### src/rtl/spram_pkg.sv
// Shared definitions for the single-port RAM and its two-requester arbiter:
// FSM states, requester ids and default RAM geometry.
package spram_pkg;

  typedef enum logic [1:0] {
    ST_IDLE  = 2'd0,
    ST_OWN_A = 2'd1,
    ST_OWN_B = 2'd2
  } state_e;

  localparam logic ID_A = 1'b0;
  localparam logic ID_B = 1'b1;

  localparam int SPRAM_AW = 6;
  localparam int SPRAM_DW = 8;

endpackage

### src/rtl/single_port_ram_arbiter_rr_pick2.sv
// Combinational 2-way pick: sole requester wins; on a tie the locked owner
// keeps the RAM until its burst is exhausted, otherwise the other side wins.
module rr_pick2
  import spram_pkg::*;
(
  input  logic [1:0] req_i,        // bit 0 = A, bit 1 = B
  input  state_e     owner_i,
  input  logic       lock_i,
  input  logic       burst_done_i,
  input  logic       last_gnt_i,
  output logic [1:0] gnt_o
);

  logic hold;

  always_comb begin
    gnt_o = 2'b00;
    hold  = lock_i && !burst_done_i;
    case (req_i)
      2'b01: gnt_o = 2'b01;
      2'b10: gnt_o = 2'b10;
      2'b11: begin
        if (owner_i == ST_OWN_A)      gnt_o = hold ? 2'b01 : 2'b10;
        else if (owner_i == ST_OWN_B) gnt_o = hold ? 2'b10 : 2'b01;
        else                          gnt_o = (last_gnt_i == ID_B) ? 2'b01 : 2'b10;
      end
      default: gnt_o = 2'b00;
    endcase
  end

endmodule

### src/rtl/single_port_ram_arbiter.sv
// Round-robin arbiter sharing one single-port RAM between requesters A and B,
// with bounded lock bursts and a one-cycle read return to the winner.
module single_port_ram_arbiter
  import spram_pkg::*;
#(
  parameter int AW        = SPRAM_AW,
  parameter int DW        = SPRAM_DW,
  parameter int MAX_BURST = 4
) (
  input  logic          clk,
  input  logic          rst_n,
  input  logic          a_req,
  input  logic          a_we,
  input  logic          a_lock,
  input  logic [AW-1:0] a_addr,
  input  logic [DW-1:0] a_wdata,
  output logic          a_gnt,
  output logic          a_rvalid,
  output logic [DW-1:0] a_rdata,
  input  logic          b_req,
  input  logic          b_we,
  input  logic          b_lock,
  input  logic [AW-1:0] b_addr,
  input  logic [DW-1:0] b_wdata,
  output logic          b_gnt,
  output logic          b_rvalid,
  output logic [DW-1:0] b_rdata,
  output logic          ram_we,
  output logic [AW-1:0] ram_addr,
  output logic [DW-1:0] ram_wdata,
  input  logic [DW-1:0] ram_rdata
);

  localparam int BW = $clog2(MAX_BURST + 1);

  state_e        state_q, state_d;
  logic          last_gnt_q, last_gnt_d;
  logic          lock_q, lock_d;
  logic [BW-1:0] burst_cnt_q, burst_cnt_d;
  logic          a_rvalid_q, b_rvalid_q;
  logic [1:0]    pick;
  logic          burst_done;
  logic          xfer_a, xfer_b;
  logic [BW-1:0] burst_inc;

  assign burst_done = (burst_cnt_q >= BW'(MAX_BURST));
  assign burst_inc  = burst_done ? burst_cnt_q : burst_cnt_q + BW'(1);

  rr_pick2 u_pick (
    .req_i        ({b_req, a_req}),
    .owner_i      (state_q),
    .lock_i       (lock_q),
    .burst_done_i (burst_done),
    .last_gnt_i   (last_gnt_q),
    .gnt_o        (pick)
  );

  // Grants are suppressed for as long as reset is held.
  assign a_gnt  = pick[0] & rst_n;
  assign b_gnt  = pick[1] & rst_n;
  assign xfer_a = a_req & a_gnt;
  assign xfer_b = b_req & b_gnt;

  always_comb begin
    ram_we    = 1'b0;
    ram_addr  = '0;
    ram_wdata = '0;
    if (a_gnt) begin
      ram_we    = a_we;
      ram_addr  = a_addr;
      ram_wdata = a_wdata;
    end else if (b_gnt) begin
      ram_we    = b_we;
      ram_addr  = b_addr;
      ram_wdata = b_wdata;
    end
  end

  always_comb begin
    state_d     = ST_IDLE;
    burst_cnt_d = '0;
    lock_d      = 1'b0;
    last_gnt_d  = last_gnt_q;
    if (xfer_a) begin
      state_d     = ST_OWN_A;
      lock_d      = a_lock;
      last_gnt_d  = ID_A;
      burst_cnt_d = (state_q == ST_OWN_A) ? burst_inc : BW'(1);
    end else if (xfer_b) begin
      state_d     = ST_OWN_B;
      lock_d      = b_lock;
      last_gnt_d  = ID_B;
      burst_cnt_d = (state_q == ST_OWN_B) ? burst_inc : BW'(1);
    end
  end

  always_ff @(posedge clk or negedge rst_n) begin
    if (!rst_n) begin
      state_q     <= ST_IDLE;
      last_gnt_q  <= ID_B;
      lock_q      <= 1'b0;
      burst_cnt_q <= '0;
      a_rvalid_q  <= 1'b0;
      b_rvalid_q  <= 1'b0;
    end else begin
      state_q     <= state_d;
      last_gnt_q  <= last_gnt_d;
      lock_q      <= lock_d;
      burst_cnt_q <= burst_cnt_d;
      a_rvalid_q  <= xfer_a & ~a_we;
      b_rvalid_q  <= xfer_b & ~b_we;
    end
  end

  // Read return stage: RAM data steered to whichever side issued the read.
  assign a_rvalid = a_rvalid_q;
  assign b_rvalid = b_rvalid_q;
  assign a_rdata  = a_rvalid_q ? ram_rdata : '0;
  assign b_rdata  = b_rvalid_q ? ram_rdata : '0;

endmodule
### config.mk
export PLATFORM = sky130hd
export DESIGN_NAME = single_port_ram_arbiter
export DESIGN_NICKNAME = d
export VERILOG_FILES = /design/src/rtl/spram_pkg.sv /design/src/rtl/single_port_ram_arbiter_rr_pick2.sv /design/src/rtl/single_port_ram_arbiter.sv
export SDC_FILE = /design/constraint.sdc
export NUM_CORES = 1
export LEC_CHECK = 0
export ABC_AREA = 1
export CORE_UTILIZATION = 34
export CTS_CLUSTER_SIZE = 16
export DETAILED_ROUTE_END_ITERATION = 8
export GPL_TIMING_DRIVEN = 1
export PLACE_DENSITY = 0.84
export REMOVE_ABC_BUFFERS = 1
export SYNTH_ARGS = -nofsm -noshare
export SYNTH_HDL_FRONTEND = slang
export SYNTH_SLANG_ARGS = --single-unit
export TNS_END_PERCENT = 30
### constraint.sdc
create_clock -name clk -period 4.45 [get_ports clk]
set_clock_uncertainty 0.2 [all_clocks]
set_input_delay 0.445 -clock clk [delete_from_list [all_inputs] [get_ports clk]]
set_output_delay 0.445 -clock clk [all_outputs]
set_load 0.05 [all_outputs]
Yosys cells after proc, flatten, opt, wreduce, memory -nomap -nowiden
Cells that the tools add are included.
Widths: inputs -> output; s select.
- register bits after elaboration: 9
- bits in latches: 0
- memory bits (writable): 0
- memory bits (read-only): 0
- input bits: 44
- output and inout port bits: 35
- logic and storage cells: 49
- memories: 0
- $add $sub $neg: 1
- $mul: 0
- div/mod/pow operators: 0
- $lt $le $gt $ge: 1
- equality and inequality tests: 5
- shift-type cells: 0
- muxes and demuxes: 25
- bitwise operators: 8
- reductions and logical operators: 3
- operators by type and width (kind ; count):
    $mux 8 ; 4
    $mux 3 ; 5
    $mux 2 ; 7
    $mux 6 ; 2
    $and 1x1->1 ; 6
    $eq 2x2->1 const B ; 3
    $mux 1 ; 6
    $pmux 2 s3 ; 1
    $eq 2x1->1 const B ; 2
    $add 3x1->3 const B ; 1
    $ge 3x3->1 const B ; 1
    $not 1->1 ; 2
    $reduce_bool 2->1 ; 1
    $logic_and 1x1->1 ; 1
    $logic_not 1->1 ; 1

Depth between registers and ports, before layout
Gate-level depths: netlist of the first run.
- depth in word-level cells: 11
- mapped depth: 9
- gate-level depth less buffers: 8

Modules after synthesis
A second synthesis of the first run with hierarchy kept.
- cells, all modules: 156
- area, all modules: 863.3 sq um
- by module, submodules not included (module ; instances ; cells each ; area each (sq um) ; seq. area each (sq um)):
    single_port_ram_arbiter ; 1 ; 136 ; 780.7 ; 226.5
    rr_pick2 ; 1 ; 20 ; 82.6 ; 0.0

Worst setup path before layout of the first run
Ideal clock, no wire load.
- path type: flip-flop to output port
- start: register last_gnt_q
- end: output port a_gnt
- arrival time: 1609 ps
- data required time: 3805 ps
- path slack: 2196 ps
- cell stages (with the launch flop): 8
- path buffers: 1
- cells stage by stage: dfstp_2 -> inv_1 -> nand2_1 -> nand3_1 -> nand2_2 -> nand2_2 -> buf_6 -> nor2_1
- word-level cells in the longest chain between the ends: 5
- RTL lines (item ; line ; source):
    start: declaration ; single_port_ram_arbiter.sv:37 ; logic last_gnt_q, last_gnt_d;
    start signal: assignment ; single_port_ram_arbiter.sv:107 ; last_gnt_q <= last_gnt_d;
    $mux 2 ; single_port_ram_arbiter_rr_pick2.sv:25 ; else gnt_o = (last_gnt_i == ID_B) ? 2'b01 : 2'b10;
    $mux 2 ; single_port_ram_arbiter_rr_pick2.sv:24 ; else if (owner_i == ST_OWN_B) gnt_o = hold ? 2'b10 : 2'b01;
    $mux 2 ; single_port_ram_arbiter_rr_pick2.sv:23 ; if (owner_i == ST_OWN_A) gnt_o = hold ? 2'b01 : 2'b10;
    $pmux 2 s3 ; single_port_ram_arbiter_rr_pick2.sv:19 ; case (req_i)
    $and 1x1->1 ; single_port_ram_arbiter.sv:59 ; assign a_gnt = pick[0] & rst_n;
    end: declaration ; single_port_ram_arbiter.sv:17 ; output logic a_gnt,
Every way passes these cells.

Worst setup path in the final report of the first run
- start: input port b_req
- end: output port b_gnt
- word-level cells in the longest chain between the ends: 3
- elaborated cells on any way between the ends: 5
- classes of those cells: eq/ne (3); mux (1); bitwise (1)
- RTL lines (item ; line ; source):
    start: declaration ; single_port_ram_arbiter.sv:20 ; input logic b_req,
    $eq 2x2->1 / $eq 2x1->1 (equally long branches) ; single_port_ram_arbiter_rr_pick2.sv:19 ;
    $pmux 2 s3 (*) ; single_port_ram_arbiter_rr_pick2.sv:19 ;
    $and 1x1->1 (*) ; single_port_ram_arbiter.sv:60 ; assign b_gnt = pick[1] & rst_n;
    end: declaration ; single_port_ram_arbiter.sv:25 ; output logic b_gnt,
Every way passes the cells marked *; elsewhere a longest branch is shown, timed or not.

==> results.ini, run 1 <==
[clock_network]
cts_sinks = 9
worstSkewPairLatency_ns = 0.27
path_clk_slew_ns = 0.06
cts_buffers = 3
htreeDepth = 1
cts_tree = yes
cts_hold_repair.buffers = 0
cts_root_buf = clkbuf_4
cts_max_path_buffers = 2
cts_setup_buffers = 0
ctsResizeCount = 0

[detailed_routing]
drt_iter0_markers = 11
drtAntennaViolNets = 0
wirelength_um = 2660
drcViolationCount = 0
wl_met1_um = 1130
num_vias = 1224
drt-pass1-iter-count = 4
wl_met3_um = 331
top_layer = met4
avgViaCountPerCell = 4.80
met2_length_um = 1140
wl_per_cell_um = 10.4

[critical_path]
worstPathArrival_ns = 2.83
cp_slowest_cell = clkdlybuf4s50_1
crit_chain = clkdlybuf4s50_1 -> inv_1 -> nor2_1 -> nand2_2 -> nand2_2 -> nand2_1 -> inv_1 -> clkdlybuf4s50_1
crit_fanout = 23
end_kind = output pin
crit_type = primary input to output pin
max_stage_delay_ns = 0.80
r2r.worst_path.cells = 8
rrSetupSlack_ns = 2.46
required_ns = 3.81
cp-start-kind = primary input

[job]
cap_violations = 0

[sta]
max_freq_mhz = 288
fin_ws_ns = 0.974
hold_ws_ns = 0.320
period_needed_ns = 3.48
slew_viol_final = 0
final.setup.tns_ns = 0
rsz0062_at_grt = no
finalSetupViolCount = 0
slew_headroom = 0.602
hold_viol = 0
worst_pin_slew_ns = 0.596
fin_crit_sh = 0.781

[pwr]
p_comb_frac = 0.554
p_leak_nw = 0.883
switching_share = 0.433
power_density_mw_per_mm2 = 209
seqPwrFrac = 0.263
internal_power_w = 0.000202
p_clk_frac = 0.183
vdd_ir_drop_max_mv = 0.141
p_switching_w = 0.000154

[floorplanning]
rows = 18
ioPinCount = 79
fp.dieW_um = 54.3
coreArea_mm2 = 0.00252
die_h_um = 54.3
die_area_mm2 = 0.00295
start_util = 0.369

[final_layout]
mostFrequentLayoutCells = clkdlybuf4s50_1 (78), nand2_1 (42), inv_1 (27), nand3_1 (21), nand4_1 (18)
final_common_cell = clkdlybuf4s50_1
synthToLayoutAreaGrowth_pct = 82.8
fin_util = 0.675
finalNetCount = 272
drive_above_1_share = 0.0533
fill_cells = 211
diodes = 0
final_cell_area_mm2 = 0.00170

[min_path]
whs_path_depth = 2
hold_class = flop to flop

[logic_synthesis]
ys_ff_latch = 9
synth.distinct_cells = 19
syn-cell-area_um2 = 931
yosysTopAreaCell = dfrtp_1
synth.avg_cell_area_um2 = 6.08
post-synth-top-area-fraction = 0.215
yosysWarnings = 0
yosysSeqAreaShare = 0.243
synth_area_leaders = dfrtp_1 (22%), nand2_1 (17%), nand4_1 (12%), nand3_1 (11%), inv_1 (11%)
netlist_instances = 153

[placement]
place_congestion = 0.784
post-place-ws_ns = 0.988
dpl_cell_area_mm2 = 0.00168
portBuffers = 78
hpwl_um = 2040

[grt]
grt_antenna_before_repair = 0
grt.overflow.total = 0
grt_max_degree = 30
grt_pass1_vias = 1061
grt_pass1_wl_um = 4270
grt_usage = 0.198

[outcome]
status = complete, no violations

## final timing paths
| kind | from | to |
|---|---|---|
| setup / recovery | b_req | b_gnt |
| hold / removal | last_gnt_q$_DFFE_PN1P_ | last_gnt_q$_DFFE_PN1P_ |
| setup reg to reg | state_q[1]$_DFF_PN0_ | last_gnt_q$_DFFE_PN1P_ |
| hold reg to reg | last_gnt_q$_DFFE_PN1P_ | last_gnt_q$_DFFE_PN1P_ |
| max in group asynchronous | rst_n | last_gnt_q$_DFFE_PN1P_ |
| min in group asynchronous | rst_n | a_rvalid$_DFF_PN0_ |
## cell usage after synthesis
library cell,n
nand2_1,42
inv_1,27
nand3_1,21
nand4_1,18
nor2_1,12
dfrtp_1,8
clkbuf_1,4
buf_6,3
nand2_2,3
o21ai_0,3
buf_2,2
buf_4,2
ha_1,2
buf_8,1
dfstp_2,1
inv_2,1
nand4_2,1
nor3_2,1
xor2_1,1
## stage by stage
stage                     power (W)  std cells
after detailed placement   0.000293        251
after floorplan            0.000201        141
after global routing       0.000375        255
after global placement     0.000292        251
final                      0.000356        255
after CTS                  0.000358        255
## power groups by stage
stage	clock network [W]	registers, W	logic (W)
3_3_place_gp	0	0.0000950	0.000197
4_1_cts	0.0000657	0.0000936	0.000198
2_1_floorplan	0	0.0000968	0.000104
5_1_grt	0.0000684	0.0000945	0.000213
3_5_place_dp	0	0.0000951	0.000198
6_report	0.0000651	0.0000935	0.000197
## area by class of cell
| type | instances | area [um2] | share of cell area |
|---|---|---|---|
| multi-input combinational | 104 | 510 | 0.300 |
| inverter | 28 | 105 | 0.0618 |
| clock buffer | 4 | 26.3 | 0.0154 |
| tap | 30 | 37.5 | 0.0221 |
| timing repair buffer | 80 | 796 | 0.468 |
| sequential | 9 | 226 | 0.133 |
## registers in the layout, summed over array words and instances, names as in the netlist
register and count:
a_rvalid 1, burst_cnt_q 3, b_rvalid 1, lock_q 1
state_q 2, last_gnt_q 1
## cells by family (layout without fill, tap and decap cells)
group	after synthesis	in the layout	synth area share
simple gates	98	98	0.496
buf+inv	40	112	0.208
flops	9	9	0.243
compound gates	3	3	0.0161
fa+ha+maj	2	2	0.0269
xor+xnor	1	1	0.00941
## critical path: cells and delay by family
| kind | cells | cell delay (ns) |
|---|---|---|
| buffers and inverters | 4 | 1.39 |
| and+or+nand+nor | 4 | 0.99 |
## routing by layer
layer	GRT usage	vias to the layer above
met5	0	-
met1	0.244	521
li1	-	627
met3	0.0472	6
met2	0.319	70
met4	0.103	0
(Power assumes the default switching activity.)
==> run 2, diff against run 1 <==
CORE_UTILIZATION = 32   (was 34)
PLACE_DENSITY = 0.8   (was 0.84)
clock period = 3.3 ns   (was 4.45 ns; I/O delays follow)
==> results.ini, run 2 (synthesis gave the netlist of run 1 again) <==
[outcome]
status = complete, no violations

[clock_network]
cts_tree = yes
ctsResizeCount = 0  ; unchanged
path_clk_slew_ns = 0.06  ; about the same
cts_setup_buffers = 0  ; unchanged
cts_hold_repair.buffers = 0  ; unchanged
htreeDepth = 1  ; unchanged
cts_buffers = 3  ; unchanged
worstSkewPairLatency_ns = 0.26  ; about the same
cts_sinks = 9  ; unchanged
cts_max_path_buffers = 2  ; unchanged
cts_root_buf = clkbuf_4

[critical_path]
cp_slowest_cell = dfrtp_1
max_stage_delay_ns = 0.42  ; -0.38 ns
rrSetupSlack_ns = 1.21  ; -1.25 ns
crit_fanout = 23  ; unchanged
setup.worst_path.start = state_q[0]$_DFF_PN0_
crit_buf_inv = 3  ; -1
cp_top_family = simple AND/OR/NAND/NOR gates
cp-start-kind = flop
required_ns = 2.77  ; -1.04 ns
worstPathArrival_ns = 2.19  ; -0.64 ns
crit_type = flop to output pin
worst_r2r_startpoint = state_q[0]$_DFF_PN0_
cpMostUsedCell = nand2_1
crit_chain = inv_1 -> nand2_1 -> nand2_1 -> nand3_1 -> nand2_2 -> nand2_2 -> nand2_1 -> inv_1 -> buf_12
end_kind = output pin

[pwr]
power_w = 0.000526  ; +48%
p_leak_nw = 0.969  ; +9.7%
power_density_mw_per_mm2 = 281  ; +34%
vdd_ir_drop_max_mv = 0.179  ; +27%

[detailed_routing]
wl_per_cell_um = 10.9  ; +4.6%
drtAntennaViolNets = 0  ; unchanged
avgViaCountPerCell = 4.84  ; +0.75%
drt-pass1-iter-count = 4  ; unchanged
num_vias = 1238  ; +1.1%
wirelength_um = 2790  ; +5.0%
drcViolationCount = 0  ; unchanged
drt_iter0_markers = 23  ; +12

[sta]
rsz0062_at_grt = no
finalSetupViolCount = 0  ; unchanged
slew_headroom = 0.592  ; -0.0102
worst_pin_slew_ns = 0.611  ; +0.0153 ns
fin_ws_ns = 0.580  ; -0.394 ns
max_freq_mhz = 368
slew_viol_final = 0  ; unchanged
fin_crit_sh = 0.824
period_needed_ns = 2.72
hold_viol = 0  ; unchanged
final.setup.tns_ns = 0  ; unchanged

[final_layout]
mostFrequentLayoutCells = clkdlybuf4s50_1 (61), nand2_1 (42), inv_1 (27), nand3_1 (21), nand4_1 (18)
final_common_cell = clkdlybuf4s50_1
final_cell_area_mm2 = 0.00187  ; +10%
fill_cells = 232  ; +10%
fin_util = 0.679  ; +0.00462
drive_above_1_share = 0.129  ; +0.0756
largest_reg_flops = 3  ; unchanged
synthToLayoutAreaGrowth_pct = 101
finalNetCount = 272  ; unchanged
diodes = 0  ; unchanged
regMostFlops = burst_cnt_q
top_regs = burst_cnt_q (3), state_q (2)

[floorplanning]
ioPinCount = 79  ; unchanged
die_area_mm2 = 0.00313  ; +6.0%
rows = 19  ; +1
start_util = 0.338  ; -0.0315
fp.dieW_um = 55.9  ; +3.0%
die_h_um = 55.9  ; +3.0%
coreArea_mm2 = 0.00276  ; +9.3%

[grt]
grt_usage = 0.192  ; -0.00644
grt_antenna_before_repair = 0  ; unchanged
grt_pass1_wl_um = 4920  ; +15%
grt_max_degree = 30  ; unchanged
grt_pass1_vias = 1148  ; +8.2%
grt.overflow.total = 0  ; unchanged

[min_path]
hold_class = primary input to async pin

[placement]
post-place-ws_ns = 0.665  ; -0.323 ns
dpl_cell_area_mm2 = 0.00185  ; +10%
place_congestion = 0.853  ; +8.9%
portBuffers = 78  ; unchanged
hpwl_um = 2110  ; +3.9%

[job]
cap_violations = 0  ; unchanged

run 2: cell count changes in the layout (fill, tap and decap cells not counted), sizes merged:
cell	previous run	this run
buf	2	19
clkdlybuf4s50	78	61
run 2: path summary, 6_finish.rpt:
check	end	cells past startpoint
setup / recovery	b_gnt	9
hold / removal	burst_cnt_q[1]$_DFF_PN0_	2
setup reg to reg	last_gnt_q$_DFFE_PN1P_	8
hold reg to reg	last_gnt_q$_DFFE_PN1P_	2
max in group asynchronous	last_gnt_q$_DFFE_PN1P_	2
min in group clk	last_gnt_q$_DFFE_PN1P_	2
run 2: worst register-to-register path, delay by kind of cell, from the launching register on:
kind / cells / cell delay (ns)
compound gates: 1 / 0.11
simple gates: 6 / 1.20
buf+inv: 1 / 0.07
flops: 1 / 0.42
run 2: through the flow:
| stage | hold WS (ns) | std cells |
|---|---|---|
| final | 0.256 | 256 |
| after global routing | 0.276 | 256 |
| after CTS | 0.262 | 256 |
| after global placement | 0.300 | 252 |
| after floorplan | -0.166 | 141 |
| after detailed placement | 0.316 | 252 |
run 2: routing by layer:
layer / global-route usage / part of all wire / vias to the layer above
li1: - / - / 629
met1: 0.224 / 0.39 / 532
met2: 0.348 / 0.50 / 70
met3: 0.0488 / 0.091 / 7
met4: 0.0523 / 0.015 / 0
met5: 0 / 0 / -
run 2: area by class of cell:
cell class	count	area, um2	share of cell area
clock buffer	4	26.3	0.0140
sequential	9	226	0.121
multi-input combinational	104	510	0.273
timing repair buffer	80	966	0.516
tap	31	38.8	0.0207
inverter	28	105	0.0561
run 2: power by group:
group / leakage, nW / internal [W] / switching [W]
sequential: 0.117 / 0.000119 / 0.00000705
clock: 0.0150 / 0.0000467 / 0.0000400
combinational: 0.837 / 0.000142 / 0.000171
total: 0.969 / 0.000308 / 0.000218
==> edit 1 (config.mk and constraints of run 2) <==
Set the parameter `MAX_BURST` to 2 (it was 4).
--- a/src/rtl/single_port_ram_arbiter.sv
+++ b/src/rtl/single_port_ram_arbiter.sv
@@ -5,7 +5,7 @@
 #(
   parameter int AW        = SPRAM_AW,
   parameter int DW        = SPRAM_DW,
-  parameter int MAX_BURST = 4
+  parameter int MAX_BURST = 2
 ) (
   input  logic          clk,
   input  logic          rst_n,
Behaviour: not the same (a bounded check fails within 4 cycles, from zero or initial values and one cycle with rst_n low).
==> edit 1 against run 2 <==
  * The run now ends with DRC left
  * Synthesized area up 5.9%
  * Wire length up 1.8%
  * Setup slack better by 160 ps
  * Critical path depth down 3
  * Sequential cell count down 1
  * Design area up 2.5%
  * Total power up 0.58%
  * Highest routed layer unchanged
==> edit 1: results (changes against run 2) <==
status: "finished with violations"
violations: "DRC"
synth_xor_area_frac: 0  # -0.00941
swShare: 0.428  # +0.0141
cpPeakStageDelay_ps: 600  # +180 ps
routedLengthMet1_um: 1080  # -0.55%
met1_usage: 0.183  # -0.0415
drcViolationCount: 7  # +7
gp_congestion: 0.725  # -15%
synth_commonest_cells: "39 x nand2_1, 25 x inv_1, 18 x nand4_1"
dp.cells: 242  # -4.0%
cp.arrival_ps: 2030  # -160 ps
grt_first_pass_wirelength_um: 4620  # -6.0%
dr.pass1.iters: 6  # +2
seq_area_frac_synth: 0.204  # -0.0390
layout-drive-gt1-share: 0.242  # +0.113
synth_area_leaders: "dfrtp_1 18%, nand3_2 17%, nand2_1 15%, nand4_1 11%, inv_1 9.5%"
diodes: 0  # unchanged
cp_slowest_cell: "inv_1"
wl_per_cell_um: 11.5  # +6.0%
clkLatencyLatePin_ps: 260  # about the same
hold_class: "input pin to async pin"
cpLargestDelayFamily: "buffers and inverters"
drt_iter0_markers: 41  # +78%
powerSeq_w: 0.000113  # -10%
dp_hpwl_um: 2260  # +7.0%
grt_max_degree: 28  # -6.7%
dp_slack_ps: 732  # +67.6 ps
avgSynthCellArea_um2: 6.99  # +15%
post_dp_cell_area_um2: 1890  # +2.6%
final_cells: 246  # -3.9%
path_max_fanout: 19  # -17%
slew_headroom: 0.459  # -0.133
yosys.area_share.adder: 0.0254  # -0.00150
met3_length_um: 277  # +8.6%
grtUsageMet2: 0.327  # -0.0204
reg_top3: "burst_cnt_q: 2 flops, state_q: 2 flops"
p_switching_w: 0.000227  # +4.0%
grt_pass1_vias: 1104  # -3.8%
nets: 262  # -3.7%
track_usage: 0.177  # -0.0153
vias_per_cell: 4.73  # -2.2%
ys.flop_type: "dfrtp_1"
ir_worst_vdd_mv: 0.147  # -18%
synth_cell_types: 22  # +3
synth-compound-area-share: 0.0190  # +0.00291
grt_use_met3: 0.0544  # +0.00558
leakage_nw: 0.953  # -1.6%
cts-resized-gates: 0  # unchanged
io_buffers: 78  # unchanged
wl_met2_um: 1440  # +2.6%
power_frac_clock: 0.156  # -0.009
-- edit 1: changes by cell type in the layout (fill, tap and decap cells not counted), moves of 3 or more --
cell / change
nand3_1: -19
nor2_1: -6
nand2_1: -3
nand3_2: +17
-- edit 1: cell type report --
cell class,count,area (um^2)
repair buffers,81,961
fillers,221,908
multi-input cells,95,592
flip-flops and latches,8,201
inverters,27,101
well taps,31,38.8
clock buffers,4,26.3
-- edit 1: worst paths after layout --
kind	start	slack (ps)	end	cells after the start
min in group clk	last_gnt_q$_DFFE_PN1P_	330	last_gnt_q$_DFFE_PN1P_	2
max in group asynchronous	rst_n	2360	last_gnt_q$_DFFE_PN1P_	2
max reg2reg	burst_cnt_q[1]$_DFF_PN0_	1450	last_gnt_q$_DFFE_PN1P_	9
min	rst_n	250	lock_q$_DFF_PN0_	2
min reg2reg	last_gnt_q$_DFFE_PN1P_	330	last_gnt_q$_DFFE_PN1P_	2
max	b_req	740	b_gnt	6
==> edit 2 (flow settings as in run 2) <==
Without the edit above. Make the reset (`rst_n`) synchronous in one clocked block.
--- a/src/rtl/single_port_ram_arbiter.sv
+++ b/src/rtl/single_port_ram_arbiter.sv
@@ -94,7 +94,7 @@
     end
   end
 
-  always_ff @(posedge clk or negedge rst_n) begin
+  always_ff @(posedge clk) begin
     if (!rst_n) begin
       state_q     <= ST_IDLE;
       last_gnt_q  <= ID_B;
Formal check against the unedited RTL: differs if rst_n is asserted again (counterexample within 4 cycles, from zero or initial values and one cycle with rst_n low); with rst_n held inactive, the same outputs for 10 cycles.
==> edit 2 against run 2 <==
  * Setup slack better by 63 ps
  * Total power is 2.8% lower
  * Maximum frequency increased by 2.4%
  * Wire length is 2.7% higher
  * Register-to-register slack gained 240 ps
  * Synthesized area down 2.4%
  * Cell count increased by 1.2%
  * Sequential cell count unchanged
  * Design area decreased by 0.47%
  * Utilization grew 4.1 points
  * Critical path depth down 2
  * Largest power group unchanged
==> edit 2: results (changes against run 2) <==
seq_area_frac_synth: 0.198  # -0.0449
hold_class: "flip-flop to flip-flop"
cts-root-buf: "clkbuf_4"
grt_first_pass_wirelength_um: 4990  # +1.4%
leakage_nw: 0.952  # -1.7%
nets: 276  # +1.5%
dr.pass1.iters: 4  # unchanged
slew_headroom: 0.650  # +0.0575
netlist.area_leader.share: 0.198  # -0.0167
whs_path_depth: 4
synth_area_leaders: "dfxtp_1 20%, nand2_1 18%, nand4_1 13%, inv_1 12%, nand3_1 10%"
cts_buffers: 3  # unchanged
grt_max_degree: 21  # -30%
gp_congestion: 0.863  # +1.1%
drt_iter0_markers: 44  # +91%
cpPeakStageDelay_ps: 710  # +290 ps
vias: 1226  # -0.97%
synth_edf_count: 0  # unchanged
grt_pass1_vias: 1134  # -1.2%
synth_commonest_cells: "43 x nand2_1, 29 x inv_1, 19 x nand3_1, 19 x nand4_1"
fillers: 208  # -10%
wl_per_cell_um: 11.1  # +1.5%
cp.arrival_ps: 2130  # -60 ps
status: "complete, no violations"
antenna_found_initial: 0  # unchanged
cp_slowest_cell: "clkdlybuf4s50_1"
ir_worst_vdd_mv: 0.190  # +6.1%
met3_length_um: 291  # +14%
track_usage: 0.200  # +0.00755
wl_met2_um: 1380  # -1.4%
post_dp_cell_area_um2: 1840  # -0.47%
path_max_fanout: 12  # -48%
async_flop_share: 0  # -1.00
routedLengthMet1_um: 1150  # +6.3%
dp_hpwl_um: 2420  # +14%
layout-drive-gt1-share: 0.144  # +0.0152
r2r_cells: 9  # +1
[edit 2: kinds of logic (layout without fill, tap and decap cells)]
| group | Yosys count | count (layout) | share of synthesized area |
|---|---|---|---|
| compound gates | 2 | 2 | 0.0110 |
| xor+xnor | 1 | 1 | 0.00964 |
| fa+ha+maj | 2 | 2 | 0.0275 |
| buf+inv | 42 | 116 | 0.211 |
| flops | 9 | 9 | 0.198 |
| simple gates | 99 | 99 | 0.543 |
[edit 2: worst max-delay path: cells and delay by family]
kind / cells / cell delay [ps]
simple gates: 2 / 230
compound gates: 1 / 150
buf+inv: 4 / 1410
[edit 2: per-layer routing]
metal	up-vias	GRT usage
met5	-	0
met1	523	0.231
met4	0	0.0643
met3	4	0.0843
met2	61	0.330
li1	638	-
[edit 2: worst paths after layout]
path | from | slack, ps | to
worst max-delay path | rst_n | 640 | ram_addr[2]
worst min-delay path | last_gnt_q$_SDFFE_PN1P_ | 340 | last_gnt_q$_SDFFE_PN1P_
worst min register to register | last_gnt_q$_SDFFE_PN1P_ | 340 | last_gnt_q$_SDFFE_PN1P_
worst max register to register | state_q[1]$_SDFF_PP0_ | 1450 | lock_q$_SDFF_PN0_
[edit 2: metrics by stage]
stage | cells | setup slack (ps)
floorplan | 143 | 1180
global placement | 255 | 701
detailed placement | 255 | 668
CTS | 259 | 664
global route | 259 | 504
finish | 259 | 643
[edit 2: report_power, final]
group	switching (W)	internal, W
sequential	0.00000640	0.000116
clock	0.0000404	0.0000467
combinational	0.000163	0.000140
total	0.000209	0.000302
[edit 2: cell type report]
class,count,area [um^2],share of cell area
timing repair buffer,82,971,0.521
multi-input combinational,104,537,0.288
sequential,9,180,0.0966
inverter,30,113,0.0604
tap,30,37.5,0.0201
clock buffer,4,26.3,0.0141
